==> src/rtl/mips_pkg.sv <==
`default_nettype none
// ============================================================================
//  Module      : mips_pkg
//  Description : Shared types and defaults for the single-cycle MIPS run
//                controller (run states, run status codes, default halt PC).
//  Ports       : none (package)
//  Revision    : 1.0 - initial release
// ============================================================================
package mips_pkg;

  // Run controller states, 2-bit encoded.
  typedef enum logic [1:0] {
    ST_IDLE  = 2'd0,
    ST_RESET = 2'd1,
    ST_RUN   = 2'd2,
    ST_DONE  = 2'd3
  } run_state_t;

  // Terminal status of a run.
  typedef enum logic [1:0] {
    STATUS_NONE    = 2'd0,
    STATUS_HALT    = 2'd1,
    STATUS_LOOP    = 2'd2,
    STATUS_TIMEOUT = 2'd3
  } run_status_t;

  // PC value that marks the normal end of a program.
  localparam logic [31:0] DEFAULT_HALT_ADDR = 32'h0000_00FC;

endpackage : mips_pkg
`default_nettype wire

==> src/rtl/sat_counter.sv <==
`default_nettype none
// ============================================================================
//  Module      : sat_counter
//  Description : Width-parametrised up-counter that sticks at all-ones.
//                Clear has priority over enable.
//  Ports       : clk_i    - clock, rising edge
//                rst_i    - asynchronous active-high reset (count -> 0)
//                clr_i    - synchronous clear
//                en_i     - count enable
//                count_o  - registered count value
//  Revision    : 1.0 - initial release
// ============================================================================
module sat_counter #(
  parameter int WIDTH = 32
) (
  input  logic             clk_i,
  input  logic             rst_i,
  input  logic             clr_i,
  input  logic             en_i,
  output logic [WIDTH-1:0] count_o
);

  logic [WIDTH-1:0] count_q;
  logic [WIDTH-1:0] count_d;

  always_comb begin
    count_d = count_q;
    if (clr_i) begin
      count_d = '0;
    end else if (en_i && (count_q != {WIDTH{1'b1}})) begin
      count_d = count_q + WIDTH'(1);
    end
  end

  always_ff @(posedge clk_i or posedge rst_i) begin
    if (rst_i) begin
      count_q <= '0;
    end else begin
      count_q <= count_d;
    end
  end

  assign count_o = count_q;

endmodule : sat_counter
`default_nettype wire

==> src/rtl/mips_run_ctrl.sv <==
`default_nettype none
// ============================================================================
//  Module      : mips_run_ctrl
//  Description : Run controller for the single-cycle MIPS core. Sequences the
//                core reset after start, counts run cycles and retired
//                instructions, and ends the run on halt PC, self-loop or
//                timeout. All outputs are registered.
//  Ports       : clk_i          - clock, rising edge
//                rst_i          - asynchronous active-high reset
//                start_i        - run request, sampled in IDLE and DONE
//                pc_i           - core program counter
//                pc_valid_i     - pc_i is a retired instruction this cycle
//                core_rst_o     - reset to the MIPS core
//                running_o      - high while in RUN
//                done_o         - high while in DONE
//                status_o       - 0 none, 1 halt, 2 self-loop, 3 timeout
//                cycle_count_o  - cycles spent in RUN (saturating)
//                instr_count_o  - RUN cycles with pc_valid_i (saturating)
//  Revision    : 1.0 - initial release
// ============================================================================
module mips_run_ctrl
  import mips_pkg::*;
#(
  parameter int                 ADDR_W      = 32,
  parameter int                 RST_CYCLES  = 4,
  parameter int                 TIMEOUT     = 1000,
  parameter logic [ADDR_W-1:0]  HALT_ADDR   = ADDR_W'(DEFAULT_HALT_ADDR),
  parameter int                 STALL_LIMIT = 8,
  parameter int                 CNT_W       = 32
) (
  input  logic              clk_i,
  input  logic              rst_i,
  input  logic              start_i,
  input  logic [ADDR_W-1:0] pc_i,
  input  logic              pc_valid_i,
  output logic              core_rst_o,
  output logic              running_o,
  output logic              done_o,
  output logic [1:0]        status_o,
  output logic [CNT_W-1:0]  cycle_count_o,
  output logic [CNT_W-1:0]  instr_count_o
);

  // Reset-cycle down-counter only has to hold RST_CYCLES-1.
  localparam int RC_W = (RST_CYCLES > 1) ? $clog2(RST_CYCLES) : 1;
  // Stall counter must be able to hold STALL_LIMIT.
  localparam int SC_W = $clog2(STALL_LIMIT + 1);

  localparam logic [RC_W-1:0]  RST_LOAD_C    = RC_W'(RST_CYCLES - 1);
  localparam logic [SC_W:0]    STALL_LIM_C   = (SC_W + 1)'(STALL_LIMIT);
  localparam logic [CNT_W:0]   TIMEOUT_C     = (CNT_W + 1)'(TIMEOUT);

  run_state_t        state_q,     state_d;
  run_status_t       status_q,    status_d;
  logic              core_rst_q,  core_rst_d;
  logic              running_q,   running_d;
  logic              done_q,      done_d;
  logic [RC_W-1:0]   rst_cnt_q,   rst_cnt_d;
  logic [SC_W-1:0]   stall_cnt_q, stall_cnt_d;
  logic [ADDR_W-1:0] last_pc_q,   last_pc_d;

  logic              cnt_clr;
  logic              cyc_en;
  logic              ins_en;
  logic [CNT_W-1:0]  cycle_count;
  logic [CNT_W-1:0]  instr_count;

  logic              same_pc;
  logic              hit_halt;
  logic              hit_loop;
  logic              hit_timeout;

  // Exit conditions evaluated on the current RUN cycle; the counters have not
  // yet absorbed this cycle, hence the +1 comparisons.
  assign same_pc     = pc_valid_i && (pc_i == last_pc_q);
  assign hit_halt    = pc_valid_i && (pc_i == HALT_ADDR);
  assign hit_loop    = same_pc &&
                       (({1'b0, stall_cnt_q} + (SC_W + 1)'(1)) >= STALL_LIM_C);
  assign hit_timeout = ({1'b0, cycle_count} + (CNT_W + 1)'(1)) == TIMEOUT_C;

  always_comb begin
    state_d     = state_q;
    status_d    = status_q;
    rst_cnt_d   = rst_cnt_q;
    stall_cnt_d = stall_cnt_q;
    last_pc_d   = last_pc_q;
    cnt_clr     = 1'b0;
    cyc_en      = 1'b0;
    ins_en      = 1'b0;

    case (state_q)
      ST_IDLE, ST_DONE: begin
        if (start_i) begin
          state_d   = ST_RESET;
          status_d  = STATUS_NONE;
          cnt_clr   = 1'b1;
          rst_cnt_d = RST_LOAD_C;
        end
      end

      ST_RESET: begin
        if (rst_cnt_q == '0) begin
          state_d     = ST_RUN;
          stall_cnt_d = '0;
          // All-ones guarantees the first retired PC never matches.
          last_pc_d   = {ADDR_W{1'b1}};
        end else begin
          rst_cnt_d = rst_cnt_q - RC_W'(1);
        end
      end

      ST_RUN: begin
        cyc_en = 1'b1;
        ins_en = pc_valid_i;

        if (pc_valid_i) begin
          if (same_pc) begin
            if (stall_cnt_q != {SC_W{1'b1}}) begin
              stall_cnt_d = stall_cnt_q + SC_W'(1);
            end
          end else begin
            stall_cnt_d = SC_W'(1);
          end
          last_pc_d = pc_i;
        end

        if (hit_halt) begin
          state_d  = ST_DONE;
          status_d = STATUS_HALT;
        end else if (hit_loop) begin
          state_d  = ST_DONE;
          status_d = STATUS_LOOP;
        end else if (hit_timeout) begin
          state_d  = ST_DONE;
          status_d = STATUS_TIMEOUT;
        end
      end

      default: begin
        state_d = ST_IDLE;
      end
    endcase

    // Outputs are registered from the next state so they change on the
    // same edge as the state itself.
    core_rst_d = (state_d != ST_RUN);
    running_d  = (state_d == ST_RUN);
    done_d     = (state_d == ST_DONE);
  end

  always_ff @(posedge clk_i or posedge rst_i) begin
    if (rst_i) begin
      state_q     <= ST_IDLE;
      status_q    <= STATUS_NONE;
      core_rst_q  <= 1'b1;
      running_q   <= 1'b0;
      done_q      <= 1'b0;
      rst_cnt_q   <= '0;
      stall_cnt_q <= '0;
      last_pc_q   <= '0;
    end else begin
      state_q     <= state_d;
      status_q    <= status_d;
      core_rst_q  <= core_rst_d;
      running_q   <= running_d;
      done_q      <= done_d;
      rst_cnt_q   <= rst_cnt_d;
      stall_cnt_q <= stall_cnt_d;
      last_pc_q   <= last_pc_d;
    end
  end

  sat_counter #(
    .WIDTH   (CNT_W)
  ) u_cycle_cnt (
    .clk_i   (clk_i),
    .rst_i   (rst_i),
    .clr_i   (cnt_clr),
    .en_i    (cyc_en),
    .count_o (cycle_count)
  );

  sat_counter #(
    .WIDTH   (CNT_W)
  ) u_instr_cnt (
    .clk_i   (clk_i),
    .rst_i   (rst_i),
    .clr_i   (cnt_clr),
    .en_i    (ins_en),
    .count_o (instr_count)
  );

  assign core_rst_o    = core_rst_q;
  assign running_o     = running_q;
  assign done_o        = done_q;
  assign status_o      = status_q;
  assign cycle_count_o = cycle_count;
  assign instr_count_o = instr_count;

endmodule : mips_run_ctrl
`default_nettype wire

==> config.mk <==
export PLATFORM = sky130hd
export DESIGN_NAME = mips_run_ctrl
export DESIGN_NICKNAME = d
export VERILOG_FILES = /design/src/rtl/mips_pkg.sv /design/src/rtl/sat_counter.sv /design/src/rtl/mips_run_ctrl.sv
export SDC_FILE = /design/constraint.sdc
export NUM_CORES = 1
export LEC_CHECK = 0
export ABC_AREA = 1
export CAP_MARGIN = 20
export CORE_MARGIN = 3
export CORE_UTILIZATION = 59
export DETAILED_ROUTE_END_ITERATION = 12
export GPL_ROUTABILITY_DRIVEN = 0
export PLACE_DENSITY = 0.92
export SYNTH_ARGS = -nofsm -noshare
export SYNTH_HDL_FRONTEND = slang
export SYNTH_SLANG_ARGS = --single-unit
==> constraint.sdc <==
create_clock -name clk_i -period 5.1 [get_ports clk_i]
set_input_delay 0.765 -clock clk_i [delete_from_list [all_inputs] [get_ports clk_i]]
set_output_delay 0.765 -clock clk_i [all_outputs]
set_load 0.02 [all_outputs]
# ---- Word-level counts from Yosys, hierarchy flattened
# Index checks and enable logic that the tools add are counted.
dict set report word_totals {
  reg_bits 109
  output_inout_bits 69
  in_bits 36
}
dict set report op_classes {
  eq_ne 18
  n_mux 30
  magnitude_cmp 1
  add_sub_neg 6
  n_reduce_logical 17
}
# cell count
set op_table {}
lappend op_table {{two-way mux 32 bit} 6}
lappend op_table {{adder 32 x 1 -> 32 bit, second input constant} 2}
lappend op_table {{inequality test 32 bit, second input constant} 2}
lappend op_table {{case mux 32 bit (2 select lines)} 1}
lappend op_table {{adder 32 x 1 -> 33 bit, second input constant} 1}
lappend op_table {{== test 33 x 10 -> 1 bit, second input constant} 1}
lappend op_table {{== test 32 bit} 1}
lappend op_table {{== test 32 x 8 -> 1 bit, second input constant} 1}
lappend op_table {{two-way mux 2 bit} 11}
lappend op_table {{two-way mux 4 bit} 4}
lappend op_table {{inequality test 2 bit, second input constant} 5}
lappend op_table {{nonzero test 2 bit} 5}
lappend op_table {{AND reduction 3 bit} 3}
lappend op_table {{== test 2 bit, second input constant} 4}
lappend op_table {{inequality test 4 bit, second input constant} 2}
lappend op_table {{case mux 2 bit (2 select lines)} 2}
lappend op_table {{case mux 4 bit (2 select lines)} 1}
lappend op_table {{case mux 2 bit (3 select lines)} 1}
lappend op_table {{adder 4 x 1 -> 5 bit, second input constant} 1}
lappend op_table {{>= comparator 5 x 4 -> 1 bit, second input constant} 1}
lappend op_table {{logical AND 1 bit} 5}
lappend op_table {{adder 4 x 1 -> 4 bit, second input constant} 1}
lappend op_table {{zero test 2 bit} 2}
lappend op_table {{two-way mux 1 bit} 4}
lappend op_table {{5 further kinds} 5}

# ---- Longest topological paths before layout
# Gate-level depths: netlist (run 1).
dict set report depth {
  ltp_word 7
  ltp_mapped 17
  mapped_depth_nobuf 17
}

# ---- Hierarchy
# Synthesis (run 1) repeated with hierarchy kept, for this count alone.
dict set report hier_totals {
  hier_cells 1372
  hier_area_um2 8400.6
}
# module cells_per_inst n_inst area_each_um2 seq_area_each_um2
set by_module_without_submodules {}
lappend by_module_without_submodules {sat_counter 360 2 2274.7 800.8}
lappend by_module_without_submodules {mips_run_ctrl 652 1 3851.2 1127.3}

# ---- Least setup slack after synthesis (run 1)
# Ideal clock, no wire load.
dict set report synth_path {
  kind {flip-flop to flip-flop}
  from {reg u_cycle_cnt.count_q[0], in the netlist u_cycle_cnt.count_o[0]}
  to {reg status_q[0], in the netlist status_o[0]}
  stages_incl_launch_ff 17
  t_arrival_ns 2.050
  setup_time_ns 0.123
  path_slack_ns 2.926
  required_time_ns 4.977
  path_cell_list {dfrtp_1 -> ha_1 -> nand2_1 -> nor2_2 -> nand2_1 -> nor2_2 -> nand2_1 -> nand2_1 -> nand2_1 -> nor2_1 -> nand2_1 -> nor2_1 -> nand3_1 -> nand3_1 -> nand2_1 -> nand2_1 -> o21ai_1}
}
dict set report synth_between {
  elab_chain_len 4
}
# element line
set synth_lines {}
lappend synth_lines {{start, declared} sat_counter.sv:23} ;# logic [WIDTH-1:0] count_q;
lappend synth_lines {{start signal, assigned} sat_counter.sv:39} ;# count_q <= count_d;
lappend synth_lines {{adder 32 x 1 -> 33 bit} mips_run_ctrl.sv:79} ;# assign hit_timeout = ({1'b0, cycle_count} + (CNT_W + 1)'(1)) == TIMEOUT_C;
lappend synth_lines {{== test 33 x 10 -> 1 bit} mips_run_ctrl.sv:79}
lappend synth_lines {{inequality test 4 bit (no line)} -}
lappend synth_lines {{AND reduction 3 bit (no line)} -}
lappend synth_lines {{end signal, assigned} mips_run_ctrl.sv:163} ;# status_q <= status_d;
lappend synth_lines {{end, declared} mips_run_ctrl.sv:54} ;# run_status_t status_q, status_d;
# Every way passes these cells.
# A chain may end at the register's enable or synchronous reset.

# ---- Worst setup path in the final report (run 1)
dict set report layout_path {
  from {reg state_q[0]}
  to {reg u_cycle_cnt.count_q[24], in the netlist u_cycle_cnt.count_o[24]}
}
dict set report layout_between {
  elab_chain_len 4
  elab_cells_between_ends 9
  cone_classes {eq/ne: 2; mux: 3; reduce/logical: 4}
}
# element line
set layout_lines {}
lappend layout_lines {{start, declared} mips_run_ctrl.sv:53} ;# run_state_t state_q, state_d;
lappend layout_lines {{start signal, assigned} mips_run_ctrl.sv:162} ;# state_q <= state_d;
lappend layout_lines {{== test 2 bit or zero test 2 bit (tied branches)} mips_run_ctrl.sv:91} ;# case (state_q)
lappend layout_lines {{OR reduction 2 bit or two-way mux 1 bit (tied branches)} mips_run_ctrl.sv:91}
lappend layout_lines {{two-way mux 1 bit or logical AND 1 bit (tied branches)} {mips_run_ctrl.sv:91, sat_counter.sv:30}}
lappend layout_lines {{two-way mux 32 bit or nonzero test 2 bit (tied branches)} -}
# Several ways; a longest one is shown, not always the timed one.

==> results of run 1 <==
## stage by stage
step | hold slack (ns) | worst slack [ns] | cells
2_1_floorplan | 0.4719 | 1.463 | 948
3_3_place_gp | 0.4858 | 2.067 | 1176
3_5_place_dp | 0.5026 | 1.966 | 1176
4_1_cts | 0.5264 | 2.248 | 1192
5_1_grt | 0.5377 | 1.946 | 1192
6_report | 0.5224 | 2.208 | 1192
## logic make-up (layout without fill, tap and decap cells)
logic type | count (synthesis) | count (layout) | synth area share, %
flops | 109 | 109 | 41.58
xor+xnor | 20 | 20 | 2.669
compound gates | 149 | 149 | 12.41
fa+ha+maj | 9 | 9 | 1.716
buf+inv | 140 | 248 | 8.217
simple gates | 521 | 521 | 33.40
## layer usage
layer	GRT usage, %	wire [um]
met1	37.74	7549
met2	46.40	8297
met4	8.029	308
met5	0	0
met3	2.337	930
## cell type report
type                       instances  area share, %
multi-input combinational        699          41.52
sequential                       109          34.35
timing repair buffer             109          13.58
inverter                         123          5.843
tap                              136          2.142
clock buffer                      10          1.733
clock inverter                     6         0.8348
## worst register-to-register path: stages (launching register included)
cell and delay (ns):
sky130_fd_sc_hd__dfrtp_1 0.42, sky130_fd_sc_hd__inv_1 0.09, sky130_fd_sc_hd__ha_1 0.37, sky130_fd_sc_hd__nand2_1 0.10, sky130_fd_sc_hd__buf_4 0.31, sky130_fd_sc_hd__clkinv_1 0.37
sky130_fd_sc_hd__nor2_1 0.61, sky130_fd_sc_hd__buf_4 0.36, sky130_fd_sc_hd__nand2_1 0.09, sky130_fd_sc_hd__o21ai_0 0.08
## power by group
group          leakage, nW  internal, W  total [W]  switching, W
clock                0.107     0.000245   0.000556      0.000312
combinational         2.01     0.000281   0.000816      0.000536
sequential            1.38      0.00102    0.00112     0.0000992
## sequential cells by signal, indices dropped and copies added, names as in the netlist
signal               flops
u_cycle_cnt.count_o     32
stall_cnt_q              4
done_o                   1
core_rst_o               1
last_pc_q               32
status_o                 2
u_instr_cnt.count_o     32
state_q                  2
rst_cnt_q                2
running_o                1
## placed cells by master, fill, tap and decap left out, types with 2 or more instances in the layout
| cell type | netlist | layout |
|---|---|---|
| sky130_fd_sc_hd__a21oi_1 | 29 | 29 |
| sky130_fd_sc_hd__a22oi_1 | 13 | 13 |
| sky130_fd_sc_hd__a31oi_1 | 6 | 6 |
| sky130_fd_sc_hd__and2_1 | 2 | 2 |
| sky130_fd_sc_hd__and3_1 | 2 | 2 |
| sky130_fd_sc_hd__buf_4 | 0 | 5 |
| sky130_fd_sc_hd__clkbuf_8 | 1 | 10 |
| sky130_fd_sc_hd__clkdlybuf4s50_1 | 0 | 104 |
| sky130_fd_sc_hd__clkinv_2 | 0 | 2 |
| sky130_fd_sc_hd__dfrtp_1 | 108 | 108 |
| sky130_fd_sc_hd__ha_1 | 9 | 9 |
| sky130_fd_sc_hd__inv_1 | 122 | 121 |
| sky130_fd_sc_hd__inv_6 | 0 | 3 |
| sky130_fd_sc_hd__nand2_1 | 265 | 265 |
| sky130_fd_sc_hd__nand2_2 | 6 | 6 |
| sky130_fd_sc_hd__nand3_1 | 56 | 56 |
| sky130_fd_sc_hd__nand4_1 | 13 | 13 |
| sky130_fd_sc_hd__nor2_1 | 138 | 138 |
| sky130_fd_sc_hd__nor2_2 | 7 | 7 |
| sky130_fd_sc_hd__nor2_4 | 4 | 4 |
| sky130_fd_sc_hd__nor3_1 | 18 | 18 |
| sky130_fd_sc_hd__nor3_2 | 2 | 2 |
| sky130_fd_sc_hd__nor4_1 | 6 | 6 |
| sky130_fd_sc_hd__o21a_1 | 4 | 4 |
| sky130_fd_sc_hd__o21ai_0 | 88 | 87 |
| sky130_fd_sc_hd__o21ai_1 | 2 | 2 |
| sky130_fd_sc_hd__o22ai_1 | 2 | 2 |
| sky130_fd_sc_hd__xnor2_1 | 2 | 2 |
| sky130_fd_sc_hd__xor2_1 | 18 | 18 |
## Yosys cell counts (all sizes together)
cell type	number
a221oi	1
o22ai	2
nor3b	1
xnor2	2
nor4	6
nand2	272
inv	122
o21a	4
o21bai	1
o211a	1
o211ai	1
xor2	18
nor2	149
a31oi	6
nand4	13
buf	3
nor3	20
ha	9
and2	2
a21oi	29
clkbuf	14
a22oi	13
nand3	56
clkinv	1
dfstp	1
o21ai	90
and3	2
o31ai	1
dfrtp	108
## path summary, 6_finish.rpt
kind                       cells past startpoint           from  slack [ns]                 endpoint
hold / removal                                 2  last_pc_q[28]        0.52            last_pc_q[28]
setup / recovery                               9     state_q[0]        2.21  u_cycle_cnt.count_o[24]
max in group asynchronous                      3          rst_i        3.18  u_cycle_cnt.count_o[12]
hold reg to reg                                2  last_pc_q[28]        0.52            last_pc_q[28]
min in group asynchronous                      2          rst_i        0.96   u_instr_cnt.count_o[7]
setup reg to reg                               9     state_q[0]        2.21  u_cycle_cnt.count_o[24]
==> metrics.yaml, run 1 <==
setup_path:
  critPathTopFamily: "buffers and inverters"
  startpoint_type: "flip-flop"
  worstSetupPathType: "flip-flop to flip-flop"
  critical_path_arrival_ns: 3.17
  critical_path.slowest_cell: "sky130_fd_sc_hd__nor2_1"
  worst-path-max-fanout: 33
  critical-path-max-stage-delay_ns: 0.61
  type_of_element_capturing_the_critical_path: "flip-flop"
  crit_path_cell_trace: "inv_1, ha_1, nand2_1, buf_4, clkinv_1, nor2_1, buf_4, nand2_1, o21ai_0"
  critical_path.n_buffers_inverters: 4
  required_ns: 5.37
clock_tree:
  clkLatencyLatePin_ns: 0.37
  numCtsBuffers: 9
  cts_hold_buf: 0
  cts_repair_resized_insts: 0
  cts.clk_slew.worst_paths_ns: 0.10
  cts_tree: "done"
  cts.root.buffer_cell: "sky130_fd_sc_hd__clkbuf_8"
  post_cts.repair.setup_buffers: 0
  clock_path_buffers: 2
  tritoncts_num_sinks: 109
  htree_levels: 3
sta:
  totalNegativeSetupSlack_ns: 0
  report.final.hold_viol_count: 0
  maxClockFrequency_mhz: 345.7
  slew_violations: 0
  total_setup_violations_reported_at_the_end_of_the_flow: 0
  relSlewSlack_pct: 35.79
  tightestPinTransition_ns: 0.9632
  grt_setup_unrepaired: "no"
  finalWorstPathRequiredPeriod_ns: 2.892
  clock-skew-final_ns: 0.01522
  min_period_over_period_pct: 56.71
synthesis:
  syn_nets: 993
  synthCells: 948
  seq_area_frac_synth_pct: 41.58
  netlist_area_mm2: 0.006563
  synthesis.area_per_instance_um2: 6.923
  post-synth-top-area-fraction_pct: 41.18
  yosysWarnings: 0
  number_of_synthesized_register_bits: 109
  synthDominantAreaCellType: "sky130_fd_sc_hd__dfrtp_1"
  netlist-cell-type-count: 36
  area_contributors_post_synth: "sky130_fd_sc_hd__dfrtp_1, sky130_fd_sc_hd__nand2_1, sky130_fd_sc_hd__nor2_1"
place:
  dpl-instance-area_mm2: 0.007740
  place_hpwl_mm: 12.68
  port_buffers: 104
grt:
  grt_pass1_vias: 6115
  grt_pass1_wl_mm: 28.77
  grt_util_all_layers_pct: 27.35
  initial_antenna_violation_count: 0
  largest_net_degree_at_the_start_of_global_routing: 79
  grt_overflow_total: 0
die:
  floorplan.die_area_mm2: 0.01242
  number_of_cell_rows: 37
  pin_count: 105
  initial_util_pct: 62.17
  horiz_die_dim_um: 111.5
  die_height_um: 111.5
  coreArea_mm2: 0.01056
finish:
  area_growth_pct: 21.05
  final_cell_area_mm2: 0.007944
  finalNetCount: 1096
  layout-drive-gt1-share_pct: 4.167
  filler_cell_count: 836
  final_util_pct: 75.26
  multi_input_comb_area_mm2: 0.003298
  seqCellArea_mm2: 0.002729
  num_antenna_cells: 0
hold_path:
  hold_path_class: "flip-flop to flip-flop"
detailed_routing:
  route.detailed.wl_per_inst_um: 14.33
  detail_route.drc_violations: 0
  viasPerCell: 5.540
  initial_drc_count: 507
  num_vias: 6604
  drt_first_pass_iters: 5
  route.antenna.remaining_nets: 0
  final_routed_wirelength_mm: 17.09
power_and_ir_drop:
  reported_leakage_power_nw: 3.501
  vdd_drop_max_mv: 0.2003
  fin_total_pwr_w: 0.002489
  power.density_mw_per_mm2: 313.3
flow_run:
  max_cap_viol_count: 0
outcome:
  status: "complete, no violations"
Power figures use the tool's default switching activity.
==> inputs of run 2 (changes only) <==
CORE_UTILIZATION = 55   (was 59)
PLACE_DENSITY = 0.87   (was 0.92)
clock period = 2.69 ns   (was 5.1 ns; I/O delays follow)
==> run 2 against run 1 <==
Fmax grew 23%. Total power grew 110%. Count of clock-buffer cells in the layout is 2 higher. Combinational power rose by 97%. Cell area grew 2.7%. Clock skew decreased by 0.0080 ns. Via count increased by 1.1%. Critical endpoint is now u_instr_cnt.count_o[3]. Largest cell class unchanged. Largest power group unchanged.
==> metrics.yaml, run 2 (synthesis gave the netlist of run 1 again) <==
setup_path:
  worst-path-max-fanout: 11
  critical_path_arrival_ns: 2.58
  crit_path_cell_trace: "ha_1, nand2_1, nor2_1, nand2_1, nor2_1, nand2_1, nand2_1, inv_1, buf_4, nand2_1, inv_1, o21ai_0, a21oi_1"
  startpoint_type: "flip-flop"
  required_ns: 2.92
  worstSetupPathType: "flip-flop to flip-flop"
  critical-path-max-stage-delay_ns: 0.42
  critical_path.n_buffers_inverters: 3
  type_of_element_capturing_the_critical_path: "flip-flop"
  critical_path.slowest_cell: "sky130_fd_sc_hd__dfrtp_1"
  critical-path-top-cell-by-count: "sky130_fd_sc_hd__nand2_1"
  critPathTopFamily: "simple AND/OR/NAND/NOR gates"
grt:
  grt_pass1_vias: 6285
  met3_use_gr_pct: 4.737
  initial_antenna_violation_count: 0
  grt_util_all_layers_pct: 27.25
  largest_net_degree_at_the_start_of_global_routing: 59
  grt_pass1_wl_mm: 29.33
  grt_overflow_total: 0
  met1_usage_pct: 36.47
  globalRoute.busiestLayer: "met2"
  grt_use_met2_pct: 44.68
place:
  place_hpwl_mm: 13.09
  dpl-instance-area_mm2: 0.007850
  port_buffers: 104
die:
  number_of_cell_rows: 39
  horiz_die_dim_um: 115.2
  die_height_um: 115.2
  coreArea_mm2: 0.01152
  pin_count: 105
  floorplan.die_area_mm2: 0.01328
  initial_util_pct: 56.99
clock_tree:
  htree_levels: 3
  clkLatencyLatePin_ns: 0.36
  clock_path_buffers: 2
  cts_tree: "done"
  numCtsBuffers: 9
  cts.clk_slew.worst_paths_ns: 0.07
  tritoncts_num_sinks: 109
  post_cts.repair.setup_buffers: 0
  cts.root.buffer_cell: "sky130_fd_sc_hd__clkbuf_16"
detailed_routing:
  route.antenna.remaining_nets: 0
  route.detailed.wl_per_inst_um: 14.46
  viasPerCell: 5.523
  detail_route.drc_violations: 0
  initial_drc_count: 602
  final_routed_wirelength_mm: 17.48
  num_vias: 6677
  drt_first_pass_iters: 5
sta:
  relSlewSlack_pct: 68.21
  grt_setup_unrepaired: "no"
  total_setup_violations_reported_at_the_end_of_the_flow: 0
  slew_violations: 0
  tightestPinTransition_ns: 0.4732
  finalWorstPathRequiredPeriod_ns: 2.353
  report.final.hold_viol_count: 0
  min_period_over_period_pct: 87.45
  totalNegativeSetupSlack_ns: 0
  clock-skew-final_ns: 0.007255
  maxClockFrequency_mhz: 425.1
power_and_ir_drop:
  power.density_mw_per_mm2: 626.5
  vdd_drop_max_mv: 0.6011
  reported_leakage_power_nw: 3.591
finish:
  num_antenna_cells: 0
  layout-drive-gt1-share_pct: 5.253
  mostFrequentLayoutCells: "sky130_fd_sc_hd__nand2_1, sky130_fd_sc_hd__nor2_1, sky130_fd_sc_hd__inv_1"
  final_common_cell: "sky130_fd_sc_hd__nand2_1"
  finalNetCount: 1106
  final_cell_area_mm2: 0.008159
  area_growth_pct: 24.33
hold_path:
  hold_path_class: "input port to async pin"
flow_run:
  max_cap_viol_count: 0
outcome:
  status: "complete, no violations"
[run 2: cell types whose count changed in the layout (fill, tap and decap cells not counted), sizes merged]
cell,before,now
buf,5,15
inv,125,121
clkbuf,10,12
clkinvlp,0,2
[run 2: metal layers]
metal,wire (um),part of all wire (%)
met5,0,0
met2,8457,48
met4,435,2.5
met3,1123,6.4
met1,7463,43
[run 2: worst reg2reg max path: stages, from the launching register on]
cell and delay, ns:
sky130_fd_sc_hd__dfrtp_1 0.42, sky130_fd_sc_hd__ha_1 0.20, sky130_fd_sc_hd__nand2_1 0.09, sky130_fd_sc_hd__nor2_1 0.10, sky130_fd_sc_hd__nand2_1 0.14, sky130_fd_sc_hd__nor2_1 0.15
sky130_fd_sc_hd__nand2_1 0.07, sky130_fd_sc_hd__nand2_1 0.25, sky130_fd_sc_hd__inv_1 0.21, sky130_fd_sc_hd__buf_4 0.20, sky130_fd_sc_hd__nand2_1 0.08, sky130_fd_sc_hd__inv_1 0.07
sky130_fd_sc_hd__o21ai_0 0.17, sky130_fd_sc_hd__a21oi_1 0.07
[run 2: cell type report]
cell class,instances,area [um^2]
Tap cell,143,178.9
Sequential cell,109,2731
Fill cell,948,3357
Timing Repair Buffer,119,1179
Clock inverter,4,47.55
Inverter,123,465.4
Multi-Input combinational cell,699,3301
Clock buffer,12,256.5
[run 2: timing repair]
item / in CTS / in global routing
endpoints found under the hold margin: 0 / 0
hold buffers: 0 / 0
gates resized for setup: 0 / 3
endpoints found under the setup margin: 0 / 6
[run 2: power by group]
group | switching [W] | internal (W)
clock network | 0.000605 | 0.000771
logic | 0.00103 | 0.000573
registers | 0.000196 | 0.00193
[run 2: final timing paths]
check                                        start                       to  cells past startpoint  slack (ns)
max in group asynchronous                    rst_i               core_rst_o                      3        1.63
max reg2reg                 u_instr_cnt.count_o[1]   u_instr_cnt.count_o[3]                     13        0.34
min reg2reg                u_instr_cnt.count_o[21]  u_instr_cnt.count_o[21]                      1        0.52
min                                          rst_i   u_instr_cnt.count_o[5]                      2        0.40
min in group clk_i         u_instr_cnt.count_o[21]  u_instr_cnt.count_o[21]                      1        0.52
max                         u_instr_cnt.count_o[1]   u_instr_cnt.count_o[3]                     13        0.34
[run 2: per-stage QoR]
| step | std cells | utilization (%) | setup WS [ns] | total power, W | hold WS [ns] |
|---|---|---|---|---|---|
| 6_report | 1209 | 70.85 | 0.3375 | 0.005111 | 0.3990 |
| 5_1_grt | 1209 | 70.85 | 0.02252 | 0.005428 | 0.4277 |
| 4_1_cts | 1209 | 70.81 | 0.2207 | 0.005125 | 0.4073 |
| 3_5_place_dp | 1193 | 68.17 | 0.2414 | 0.003752 | 0.5022 |
| 3_3_place_gp | 1193 | 68.17 | 0.2939 | 0.003700 | 0.4863 |
| 2_1_floorplan | 948 | - | 0.5161 | 0.003216 | 0.4719 |
==> inputs of run 3 (changes only) <==
CORE_UTILIZATION = 58   (was 55)
CTS_BUF_LIST = sky130_fd_sc_hd__clkbuf_8   (was default)
PLACE_DENSITY = 0.88   (was 0.87)
SYNTH_HIERARCHICAL = 1   (was default)
==> run 3 against run 2 <==
Flip-flop and latch count stayed put. Critical path depth up 2. Sequential share of layout area down 6.1 points. Total power shrank 24%. Die area is 20% higher. Non-clock buffer count rose by 12. Combinational power down 43%. Clock skew rose by 0.0064 ns. Core utilization is essentially flat. Global-route usage up 1.9 points. Register-to-register slack worse by 0.12 ns.
==> metrics.yaml, run 3 <==
power_and_ir_drop:
  power.share.switching_pct: 33.58
  p_int_w: 0.002575
  pwr-share-clk_pct: 27.3
  power.net_switching_w: 0.001302
  seq_power_share_pct: 49.2
  reported_leakage_power_nw: 4.884
  combinational_group_share_of_total_power_pct: 23.6
  vdd_drop_max_mv: 0.3364
  power.density_mw_per_mm2: 389.4
die:
  horiz_die_dim_um: 126.4
  pin_count: 105
  die_height_um: 126.4
  number_of_cell_rows: 43
  floorplan.die_area_mm2: 0.01596
  coreArea_mm2: 0.01404
  initial_util_pct: 59.82
sta:
  relSlewSlack_pct: 58.42
  finalWorstPathRequiredPeriod_ns: 2.468
  clock-skew-final_ns: 0.01369
  fin_ws_ns: 0.2219
  tightestPinTransition_ns: 0.6237
  slew_violations: 0
  final.hold.worst_slack_ns: 0.4729
  grt_setup_unrepaired: "no"
  min_period_over_period_pct: 91.75
  maxClockFrequency_mhz: 405.2
  total_setup_violations_reported_at_the_end_of_the_flow: 0
  totalNegativeSetupSlack_ns: 0
  report.final.hold_viol_count: 0
setup_path:
  worstSetupStartpoint: "u_cycle_cnt/count_o[9]"
  worstReg2RegEnd: "status_o[0]"
  critical_path_depth: 15
  r2r_setup_slack_ns: 0.22
  critical-path-max-stage-delay_ns: 0.56
  required_ns: 2.99
  type_of_element_capturing_the_critical_path: "flip-flop"
  critical_path.slowest_cell: "sky130_fd_sc_hd__dfrtp_1"
  crit_path_cell_trace: "nand2_1, nor2_1, nand2_1, nor2_4, nor2_1, nor2_1, nand2_1, nor2_1, nand2_1, nor2_1, nand3_1, nand2_1, nand2_1, nand2_1, o21ai_1"
  worstSetupPathType: "flip-flop to flip-flop"
  length_in_cells_of_the_worst_reg_to_reg_path: 15
  endpoint: "status_o[0]"
  critical_path_arrival_ns: 2.77
  critical_path.n_buffers_inverters: 0
  timing.rr.start: "u_cycle_cnt/count_o[9]"
  critical-path-top-cell-by-count: "sky130_fd_sc_hd__nand2_1"
  startpoint_type: "flip-flop"
  critPathTopFamily: "simple AND/OR/NAND/NOR gates"
  worst-path-max-fanout: 9
synthesis:
  netlist_area_mm2: 0.008401
  synthMostInstantiatedCell: "sky130_fd_sc_hd__nand2_1"
  number_of_synthesized_register_bits: 109
  area_contributors_post_synth: "sky130_fd_sc_hd__dfrtp_1, sky130_fd_sc_hd__nand2_1, sky130_fd_sc_hd__nor2_1"
  ffs_w_async_s_r_synth_pct: 100.0
  synth-edff-count: 0
  syn_nets: 1416
  synthDominantAreaCellType: "sky130_fd_sc_hd__dfrtp_1"
  synthCells: 1372
  netlist-cell-type-count: 37
  synthesis.area_per_instance_um2: 6.123
  post-synth-top-area-fraction_pct: 32.17
  yosysWarnings: 6
  seq_area_frac_synth_pct: 32.48
  synth_flop_cell: "sky130_fd_sc_hd__dfrtp_1"
  synth_commonest_cells: "sky130_fd_sc_hd__nand2_1, sky130_fd_sc_hd__nor2_1, sky130_fd_sc_hd__inv_1, sky130_fd_sc_hd__dfrtp_1, sky130_fd_sc_hd__nand3_1"
finish:
  post_layout_nonfiller_instances: 1672
  multi_input_comb_area_mm2: 0.004877
  num_antenna_cells: 0
  mostFrequentLayoutCells: "sky130_fd_sc_hd__nand2_1, sky130_fd_sc_hd__nor2_1, sky130_fd_sc_hd__inv_1"
  filler_cell_count: 1215
  layout-drive-gt1-share_pct: 6.971
  area_growth_pct: 18.51
  final_common_cell: "sky130_fd_sc_hd__nand2_1"
  final_util_pct: 70.90
  seqCellArea_mm2: 0.002729
  finalNetCount: 1531
detailed_routing:
  drt_first_pass_iters: 5
  route.detailed.wl_per_inst_um: 13.79
  num_vias: 9045
  final_routed_wirelength_mm: 23.06
  viasPerCell: 5.410
  detail_route.drc_violations: 0
  route.antenna.remaining_nets: 0
  initial_drc_count: 705
place:
  dpl_worst_slack_ns: 0.2357
  place_hpwl_mm: 17.30
  dp.cells: 1656
  port_buffers: 104
grt:
  grt_pass1_wl_mm: 38.70
  largest_net_degree_at_the_start_of_global_routing: 53
  grt_pass1_vias: 8340
  grt_overflow_total: 0
  grt_util_all_layers_pct: 29.17
  initial_antenna_violation_count: 0
clock_tree:
  cts.clk_slew.worst_paths_ns: 0.11
  clock_path_buffers: 2
  htree_levels: 3
  clkLatencyLatePin_ns: 0.41
  cts.root.buffer_cell: "sky130_fd_sc_hd__clkbuf_8"
  numCtsBuffers: 9
  tritoncts_num_sinks: 109
  cts_hold_buf: 0
  cts_repair_resized_insts: 0
  post_cts.repair.setup_buffers: 0
  cts_tree: "done"
hold_path:
  hold_path_class: "input port to async pin"
flow_run:
  max_cap_viol_count: 0
outcome:
  status: "complete, no violations"
## run 3: cell count changes after synthesis, moves of 7 or more
| cell | before | now |
|---|---|---|
| sky130_fd_sc_hd__nand2_1 | 265 | 495 |
| sky130_fd_sc_hd__nor2_1 | 138 | 212 |
| sky130_fd_sc_hd__inv_1 | 122 | 168 |
| sky130_fd_sc_hd__nand3_1 | 56 | 89 |
| sky130_fd_sc_hd__nand4_1 | 13 | 31 |
| sky130_fd_sc_hd__nand3b_1 | 0 | 14 |
| sky130_fd_sc_hd__a22oi_1 | 13 | 1 |
| sky130_fd_sc_hd__a21oi_1 | 29 | 18 |
| sky130_fd_sc_hd__nand2_2 | 6 | 14 |
| sky130_fd_sc_hd__nand2_4 | 1 | 8 |
| sky130_fd_sc_hd__nor2_2 | 7 | 14 |
| sky130_fd_sc_hd__o21ai_0 | 88 | 81 |
## run 3: worst reg2reg max path: stages (launching register included)
cell and delay, ns:
sky130_fd_sc_hd__dfrtp_1 0.56, sky130_fd_sc_hd__nand2_1 0.19, sky130_fd_sc_hd__nor2_1 0.21, sky130_fd_sc_hd__nand2_1 0.12, sky130_fd_sc_hd__nor2_4 0.17, sky130_fd_sc_hd__nor2_1 0.06
sky130_fd_sc_hd__nor2_1 0.10, sky130_fd_sc_hd__nand2_1 0.05, sky130_fd_sc_hd__nor2_1 0.10, sky130_fd_sc_hd__nand2_1 0.08, sky130_fd_sc_hd__nor2_1 0.10, sky130_fd_sc_hd__nand3_1 0.22
sky130_fd_sc_hd__nand2_1 0.17, sky130_fd_sc_hd__nand2_1 0.11, sky130_fd_sc_hd__nand2_1 0.07, sky130_fd_sc_hd__o21ai_1 0.06
## run 3: worst min-delay path by stage
stage,slack [ns],end,startpoint,cells after the start
floorplan,0.49,rst_cnt_q[1],rst_cnt_q[1],2
global placement,0.49,status_o[0],status_o[0],2
detailed placement,0.50,status_o[0],status_o[0],2
CTS,0.48,stall_cnt_q[2],rst_i,2
global route,0.49,stall_cnt_q[0],rst_i,2
finish,0.47,stall_cnt_q[1],rst_i,2
## run 3: kinds of logic after synthesis
| family | Yosys count | share of synthesized area, % |
|---|---|---|
| buf+inv | 202 | 9.592 |
| flops | 109 | 32.48 |
| simple gates | 912 | 46.83 |
| fa+ha+maj | 8 | 1.192 |
| compound gates | 123 | 8.028 |
| xor+xnor | 18 | 1.877 |
## run 3: metal layers
layer / up-vias / part of all wire, % / GRT usage, %
met2: 376 / 47 / 47.17
met4: 0 / 2.5 / 10.85
met3: 64 / 8.3 / 5.937
met1: 4083 / 42 / 38.91
li1: 4522 / - / -
met5: - / 0 / 0
## run 3: area by class of cell
type | count | share of cell area (%)
Clock buffer | 9 | 1.244
Clock inverter | 7 | 0.7541
Inverter | 175 | 6.598
Multi-Input combinational cell | 1061 | 48.99
Sequential cell | 109 | 27.41
Tap cell | 180 | 2.262
Timing Repair Buffer | 131 | 12.74
## run 3: power by group through the flow
stage	Clock, W	Sequential, W	Combinational, W
4_1_cts	0.00107	0.00190	0.000916
3_5_place_dp	0	0.00193	0.000913
3_3_place_gp	0	0.00193	0.000885
5_1_grt	0.00114	0.00193	0.00102
6_report	0.00106	0.00191	0.000913
2_1_floorplan	0	0.00199	0.000485
## run 3: metrics by stage
step	power, W	instance area, um^2
after detailed placement	0.002846	9757
after floorplan	0.002480	8401
after global routing	0.004091	9956
after global placement	0.002817	9757
after CTS	0.003895	9956
final	0.003876	9956
